<file path="config.mk">
export PLATFORM = sky130hd
export DESIGN_NAME = instr_mem_loader
export DESIGN_NICKNAME = d
export VERILOG_FILES = /design/src/rtl/instr_loader_pkg.sv /design/src/rtl/word_assembler.sv /design/src/rtl/instr_mem_loader.sv
export SDC_FILE = /design/constraint.sdc
export NUM_CORES = 1
export LEC_CHECK = 0
export ABC_AREA = 1
export CAP_MARGIN = 20
export CORE_MARGIN = 1
export CORE_UTILIZATION = 57
export DETAILED_ROUTE_END_ITERATION = 10
export GPL_TIMING_DRIVEN = 0
export PLACE_DENSITY_LB_ADDON = 0.15
export SETUP_SLACK_MARGIN = 0.2
export SYNTH_ARGS = -nofsm -noshare
export SYNTH_HDL_FRONTEND = slang
export SYNTH_SLANG_ARGS = --single-unit
</file>
<file path="constraint.sdc">
create_clock -name clk -period 3.2 [get_ports clk]
set_clock_uncertainty 0.15 [all_clocks]
set_input_delay 0.48 -clock clk [delete_from_list [all_inputs] [get_ports clk]]
set_output_delay 0.48 -clock clk [all_outputs]
set_load 0.05 [all_outputs]
</file>
<file path="src/rtl/instr_loader_pkg.sv">
// Shared types and constants for the instruction memory loader.
package instr_loader_pkg;

  typedef enum logic [2:0] {
    IDLE,
    HDR0,
    HDR1,
    DATA,
    FLUSH,
    CSUM,
    DONE,
    ERR
  } state_e;

  localparam int HDR_BYTES     = 2;
  localparam int TRAILER_BYTES = 4;
  localparam int LANE_W        = 8;
  localparam int WORD_W        = 4 * LANE_W;

  // Byte address of an instruction word index.
  function automatic logic [31:0] byte_addr(input logic [31:0] idx);
    return idx << 2;
  endfunction

endpackage

</file>
<file path="src/rtl/word_assembler.sv">
// Packs a little-endian byte stream into 32-bit words and pulses word_valid
// for one cycle after each fourth byte.
module word_assembler
  import instr_loader_pkg::*;
(
  input  logic              clk,
  input  logic              rst,
  input  logic              clear,
  input  logic              take,
  input  logic [LANE_W-1:0] data,
  output logic              last_lane,
  output logic [WORD_W-1:0] word,
  output logic              word_valid
);

  logic [1:0]                 lane_q;
  logic [WORD_W-LANE_W-1:0]   acc_q;

  assign last_lane = (lane_q == 2'd3);

  // NOTE: sequential state uses non-blocking assignments so every register
  // samples pre-edge values, independent of statement order.
  always_ff @(posedge clk or negedge rst) begin
    if (!rst) begin
      lane_q     <= '0;
      acc_q      <= '0;
      word       <= '0;
      word_valid <= 1'b0;
    end else begin
      word_valid <= take && last_lane;
      if (clear) begin
        lane_q <= '0;
      end else if (take) begin
        lane_q <= lane_q + 2'd1;
        // Byte lane n lands at [8*n +: 8]; lane 3 completes the word.
        case (lane_q)
          2'd0:    acc_q[0*LANE_W +: LANE_W] <= data;
          2'd1:    acc_q[1*LANE_W +: LANE_W] <= data;
          2'd2:    acc_q[2*LANE_W +: LANE_W] <= data;
          default: word <= {data, acc_q};
        endcase
      end
    end
  end

endmodule

</file>
<file path="src/rtl/instr_mem_loader.sv">
// Boot loader: streams a counted little-endian program image into instruction
// memory and holds the core in reset until done. Optional trailer checksum: INSTR_LOADER_CHECKSUM_EN.
module instr_mem_loader
  import instr_loader_pkg::*;
#(
  parameter int DEPTH = 1024,
  parameter int AW    = $clog2(DEPTH)
) (
  input  logic              clk,
  input  logic              rst,
  input  logic              start,
  input  logic              s_valid,
  input  logic [LANE_W-1:0] s_data,
  output logic              s_ready,
  output logic              mem_we,
  output logic [31:0]       mem_addr,
  output logic [31:0]       mem_wd,
  output logic              core_rst_n,
  output logic              busy,
  output logic              done,
  output logic              err
);

  state_e              state_q, state_d;
  logic [LANE_W-1:0]   count_lo_q;
  logic [AW:0]         count_q;
  logic [AW-1:0]       idx_q;
  logic [2*LANE_W-1:0] hdr_count;
  logic                hdr_too_big;
  logic                hdr_zero;
  logic                start_ok;
  logic                data_take;
  logic                last_lane;
  logic                last_word;
  logic                word_done;

  assign hdr_count   = {s_data, count_lo_q};
  assign hdr_too_big = hdr_count > 16'(DEPTH);
  assign hdr_zero    = (hdr_count == '0);
  assign start_ok    = start && (state_q == IDLE || state_q == DONE || state_q == ERR);
  assign data_take   = s_valid && (state_q == DATA);
  assign word_done   = data_take && last_lane;
  assign last_word   = ({1'b0, idx_q} == (count_q - {{AW{1'b0}}, 1'b1}));

`ifdef INSTR_LOADER_CHECKSUM_EN
  localparam state_e AFTER_DATA = CSUM;

  logic [31:0]              sum_q;
  logic [WORD_W-LANE_W-1:0] trail_q;
  logic [1:0]               tlane_q;
  logic                     trail_last;
  logic                     trail_match;

  assign trail_last  = (tlane_q == 2'(TRAILER_BYTES - 1));
  assign trail_match = ({s_data, trail_q} == sum_q);

  always_ff @(posedge clk or negedge rst) begin
    if (!rst) begin
      sum_q   <= '0;
      trail_q <= '0;
      tlane_q <= '0;
    end else if (start_ok) begin
      sum_q   <= '0;
      tlane_q <= '0;
    end else begin
      if (mem_we) sum_q <= sum_q + mem_wd;
      if (s_valid && state_q == CSUM) begin
        trail_q <= {s_data, trail_q[WORD_W-LANE_W-1:LANE_W]};
        tlane_q <= tlane_q + 2'd1;
      end
    end
  end
`else
  localparam state_e AFTER_DATA = DONE;
`endif

  word_assembler u_asm (
    .clk        (clk),
    .rst        (rst),
    .clear      (start_ok),
    .take       (data_take),
    .data       (s_data),
    .last_lane  (last_lane),
    .word       (mem_wd),
    .word_valid (mem_we)
  );

  always_ff @(posedge clk or negedge rst) begin
    if (!rst) begin
      state_q    <= IDLE;
      count_lo_q <= '0;
      count_q    <= '0;
      idx_q      <= '0;
      mem_addr   <= '0;
    end else begin
      state_q <= state_d;
      if (start_ok) idx_q <= '0;
      if (s_valid && state_q == HDR0) count_lo_q <= s_data;
      if (s_valid && state_q == HDR1) count_q <= hdr_count[AW:0];
      if (word_done) begin
        mem_addr <= byte_addr(32'(idx_q));
        idx_q    <= idx_q + AW'(1);
      end
    end
  end

  // NOTE: every output of this block gets a default first so no path leaves
  // one unassigned, which would infer a latch.
  always_comb begin
    state_d    = state_q;
    s_ready    = 1'b0;
    busy       = 1'b0;
    done       = 1'b0;
    err        = 1'b0;
    core_rst_n = 1'b0;
    case (state_q)
      IDLE: begin
        if (start) state_d = HDR0;
      end
      HDR0: begin
        s_ready = 1'b1;
        busy    = 1'b1;
        if (s_valid) state_d = HDR1;
      end
      HDR1: begin
        s_ready = 1'b1;
        busy    = 1'b1;
        if (s_valid) begin
          if (hdr_too_big)   state_d = ERR;
          else if (hdr_zero) state_d = AFTER_DATA;
          else               state_d = DATA;
        end
      end
      DATA: begin
        s_ready = 1'b1;
        busy    = 1'b1;
        if (s_valid && last_lane && last_word) state_d = FLUSH;
      end
      FLUSH: begin
        busy    = 1'b1;
        state_d = AFTER_DATA;
      end
`ifdef INSTR_LOADER_CHECKSUM_EN
      CSUM: begin
        s_ready = 1'b1;
        busy    = 1'b1;
        if (s_valid && trail_last) state_d = trail_match ? DONE : ERR;
      end
`endif
      DONE: begin
        done       = 1'b1;
        core_rst_n = 1'b1;
        if (start) state_d = HDR0;
      end
      ERR: begin
        err = 1'b1;
        if (start) state_d = HDR0;
      end
      default: state_d = IDLE;
    endcase
  end

endmodule

</file>
Word-level counts from Yosys, hierarchy flattened
Index checks and enable logic that the tools add are counted.
{"block": "totals", "wordCells": 69, "inputBits": 12, "ff_bits": 101}
{"block": "classes", "n_lt_le_gt_ge": 1, "n_addsub": 3, "n_bitwise": 2, "muxes": 15, "reduce_logical": 23, "n_eq_ne": 14}
{"cell": "10-bit two-way mux", "n": 2}
{"cell": "3-bit two-way mux", "n": 6}
{"cell": "16-bit by 11-bit > comparator with 1-bit output (second input constant)", "n": 1}
{"cell": "16-bit logical NOT", "n": 1}
{"cell": "3-bit case mux with 5 select lines", "n": 1}
{"cell": "3-bit AND reduction", "n": 4}
{"cell": "10-bit by 11-bit == test with 1-bit output", "n": 1}
{"cell": "11-bit by 1-bit subtractor with 11-bit output (second input constant)", "n": 1}
{"cell": "10-bit by 1-bit adder with 10-bit output (second input constant)", "n": 1}
{"cell": "3-bit == test (second input constant)", "n": 3}
{"cell": "3-bit OR reduction", "n": 3}
{"cell": "1-bit logical AND", "n": 7}
{"cell": "3-bit by 2-bit == test with 1-bit output (second input constant)", "n": 2}
{"cell": "2-bit == test (second input constant)", "n": 2}
{"cell": "1-bit two-way mux", "n": 4}
{"cell": "2-bit two-way mux", "n": 2}
{"cell": "2-bit by 1-bit inequality test with 1-bit output (second input constant)", "n": 2}
{"cell": "2-bit inequality test (second input constant)", "n": 2}
{"cell": "4-bit AND reduction", "n": 1}
{"cell": "2-bit nonzero test", "n": 2}
{"cell": "4-bit OR reduction", "n": 1}
{"cell": "3-bit by 1-bit == test with 1-bit output (second input constant)", "n": 1}
{"cell": "3-bit logical NOT", "n": 1}
{"cell": "2-bit by 1-bit adder with 2-bit output (second input constant)", "n": 1}
{"cell": "4 further kinds", "n": 6}

Depth between registers and ports, before layout
{"block": "depth", "word_depth": 6, "mapped_depth": 16, "mapped_depth_nobuf": 16}

Modules after synthesis
Synthesis repeated with hierarchy kept, for this count alone.
{"block": "unflattened", "cells_unflattened": 605, "hier_area_um2": 5024.8}
{"module": "word_assembler", "area_per_inst_um2": 2558.7, "cells_each": 271, "instances": 1}
{"module": "instr_mem_loader", "area_per_inst_um2": 2466.1, "cells_each": 334, "instances": 1}

Worst setup path before layout
OpenSTA, ideal clock, no wires.
{"block": "synth_timing", "path_kind": "reg2out", "startpoint": "register state_q[1]", "endpoint": "output port busy", "arrival_time_ns": 1.776, "path_buffers": 0, "stages_incl_launch_ff": 5, "t_required_ns": 2.570, "path_slack_ns": 0.794, "cell_sequence": "dfrtp_1 -> nor2_1 -> nor2_1 -> nand2_1 -> nand2_1"}
{"block": "synth_via", "elab_chain_cells": 3, "elab_cells_between_ends": 6, "cone_classes": "4 x eq/ne; 1 x mux; 1 x reduce/logical"}
{"element": "start: declaration", "line": "instr_mem_loader.sv:24", "source": "state_e state_q, state_d;"}
{"element": "start signal: assignment", "line": "instr_mem_loader.sv:96", "source": "state_q <= state_d;"}
{"element": "3-bit by 2-bit == test with 1-bit output, or another cell as far along", "line": "instr_mem_loader.sv:116", "source": "case (state_q)"}
{"element": "4-bit OR reduction (no line) (*)"}
{"element": "1-bit two-way mux (*)", "line": "instr_mem_loader.sv:116"}
{"element": "end: declaration", "line": "instr_mem_loader.sv:19", "source": "output logic busy,"}
Every way passes the cells marked *; elsewhere a longest branch is shown, timed or not.

Worst setup path after layout
Same ends and word-level chain as after synthesis.

==> metrics.md <==
| Metric | Value |
|---|---|
| PwrDens | `781 mW/mm^2` |
| P&R area growth vs syn | `22.0%` |
| Max FO, Critical Path | `6` |
| WL final | `10600 microns` |
| Req. time, crit path | `2.57 ns` |
| Crit Path Class | `flip-flop to output pin` |
| Sink Count | `101` |
| Dpl cells | `762` |
| Synthesized area | `0.00471 sq mm` |
| Mapped Cells | `579` |
| Min Tclk post-route | `2.84 ns` |
| Register area share after synthesis | `53.7%` |
| # hold bufs at CTS | `0` |
| Post-CTS Setup Bufs | `0` |
| Max Slew Vio Count | `0` |
| H-tree levels | `3` |
| Layout Cells excl Fill | `778` |
| Clk slew on worst S/H paths | `0.11 ns` |
| Width of the chip | `92.9 microns` |
| Gpl congestion | `0.915` |
| Failing checks | `hold timing` |
| Async S/R FF share, synth | `100%` |
| Worst slew pin tran | `0.708 ns` |
| Period utilisation layout | `88.7%` |
| Peak supply drop | `0.000384 V` |
| Vias per Instance | `5.07` |
| Relative slew slack | `52.8%` |
| Hold WC Path Type | `input pin to asynchronous set/reset pin` |
| Post-layout nets | `689` |
| Syn Area/Cell | `8.13 sq um` |
| Total track usage | `26.5%` |
| Ranking of synthesized cells by area | `dfrtp_1, nand2_1, o21ai_0` |
| Number of buffers created by CTS | `9` |
| Status | `finished, violations left` |
| 1st-iter DRT viols | `230` |
| Drt drc | `0` |
| Detail Placement HPWL | `7930 microns` |
| Count leader, synth | `nand2_1` |
| Die area | `0.00862 sq mm` |
| Synth Register Bits | `101` |
| Largest net degree at the start of global routing | `56` |
| Setup TNS | `0 ns` |
| Fin util | `73.2%` |
| Post-route ant nets | `0` |
| Root Buffer Master | `clkbuf_8` |
| Unrepaired setup endpoints after global routing | `false` |
| Rows | `32` |
| Post-synth cell types | `30` |
| Syn. warnings | `0` |
| CP startpoint kind | `flip-flop` |
| Antenna diodes | `0` |
| DIE HEIGHT | `92.9 microns` |
| Main synth FF type | `dfrtp_1` |
| Starting Density | `60.0%` |
| Tot Pwr | `4.48 mW` |
| Top-Level Pins | `82` |
| Post-CTS sizing | `0` |
| Filler instances | `630` |
| Fmax achieved | `352 MHz` |
| Yosys top cell area share | `53.7%` |
| Max Root-Sink Buffers | `2` |
| Share of cells above drive strength 1 | `9.47%` |
| Top post-synthesis cells by count | `nand2_1, dfrtp_1, o21ai_0` |
| Global-route wire length before repair | `17500 microns` |
| Arr. time, crit path | `2.21 ns` |
| Final setup viols | `0` |
| Static leakage | `3.00 nW` |
| MaxCap Viol Count | `0` |
| Final hold slack | `-0.00761 ns` |
| Clk_lat worst skew | `0.37 ns` |
| Routed length per instance | `13.6 microns` |
| Core area | `0.00785 sq mm` |
| Vias in the first global route | `3708` |
| CTS tree | `done` |
| Buffers on Ports | `59` |
| Number of flops mapped to enable cells by yosys | `0` |
| TritonRoute pass-1 iters | `4` |
| Initial antenna violation count | `0` |
| Top cell type by total area after synthesis | `dfrtp_1` |
| Kind of end point of the critical path | `output pin` |
| Final Hold Fails | `4` |
| GRT overflow | `0` |
| Via Count | `3943` |
## worst max-delay path: stages, from the launching register on
cell,delay (ns)
dfrtp_1,0.47
nand2_2,0.11
nor2_2,0.17
inv_2,0.10
nand2_1,0.07
inv_1,0.05
nand2_1,0.07
clkdlybuf4s50_1,0.80
## logic make-up after synthesis
group | count (synthesis) | synth area share (%)
simple gates | 303 | 25.8
flops | 101 | 53.7
buf+inv | 90 | 9.41
compound gates | 73 | 8.46
fa+ha+maj | 6 | 1.60
xor+xnor | 5 | 0.931
other cells | 1 | 0.0797
## stage by stage
stage	cell area, sq um	setup WS (ns)
after CTS	5740	0.340
after floorplan	4780	0.794
after detailed placement	5530	0.748
after global placement	5500	-2.05
final	5740	0.362
after global routing	5740	0.242
## per-layer routing
layer / wire length, microns / track usage (%) / vias to the layer above
met1: 4640 / 35.1 / 1861
met2: 5200 / 43.4 / 105
met3: 421 / 3.78 / 23
li1: - / - / 1954
met4: 296 / 11.5 / 0
met5: 0 / 0 / -
## sequential cells by signal, summed over array words and instances, names as in the netlist
register          flops
u_asm.word           32
u_asm.acc_q          24
count_q              11
idx_q                10
mem_addr             10
count_lo_q            8
state_q               3
u_asm.lane_q          2
u_asm.word_valid      1
## cells in the final DEF, fill, tap and decap left out, types with 19 or more instances in the layout
cell type,netlist,final
dfrtp_1,101,101
clkdlybuf4s50_1,0,58
buf_4,23,24
nor2_1,44,44
inv_1,49,49
o21ai_0,60,60
nand2_1,223,223
conb_1,1,22
nand3_1,19,19
## report_power, final
group | internal [mW] | switching, mW | leakage, nW
clock network | 0.381 | 0.477 | 0.105
logic | 0.597 | 1.17 | 1.54
registers | 1.60 | 0.255 | 1.36
total | 2.58 | 1.91 | 3.00
## cell type report
type	instances	area, sq um	area share [%]
Clock inverter	7	91.3	1.59
Clock buffer	9	124	2.16
Timing Repair Buffer	60	616	10.7
Sequential cell	101	2530	44.0
Multi-Input combinational cell	409	1810	31.6
Inverter	51	191	3.33
Tap cell	102	128	2.22
Buffer	39	251	4.38
## final timing paths
check	start	to	slack, ns	depth (start not counted)
max	state_q[1]	busy	0.36	7
min	rst	mem_addr[9]	-0.008	1
max reg2reg	count_q[0]	state_q[0]	1.20	15
min reg2reg	u_asm.word[2]	u_asm.word[2]	0.33	2
max in group asynchronous	rst	u_asm.acc_q[14]	2.23	2
min in group clk	u_asm.word[2]	u_asm.word[2]	0.33	2
(Power assumes the default switching activity.)
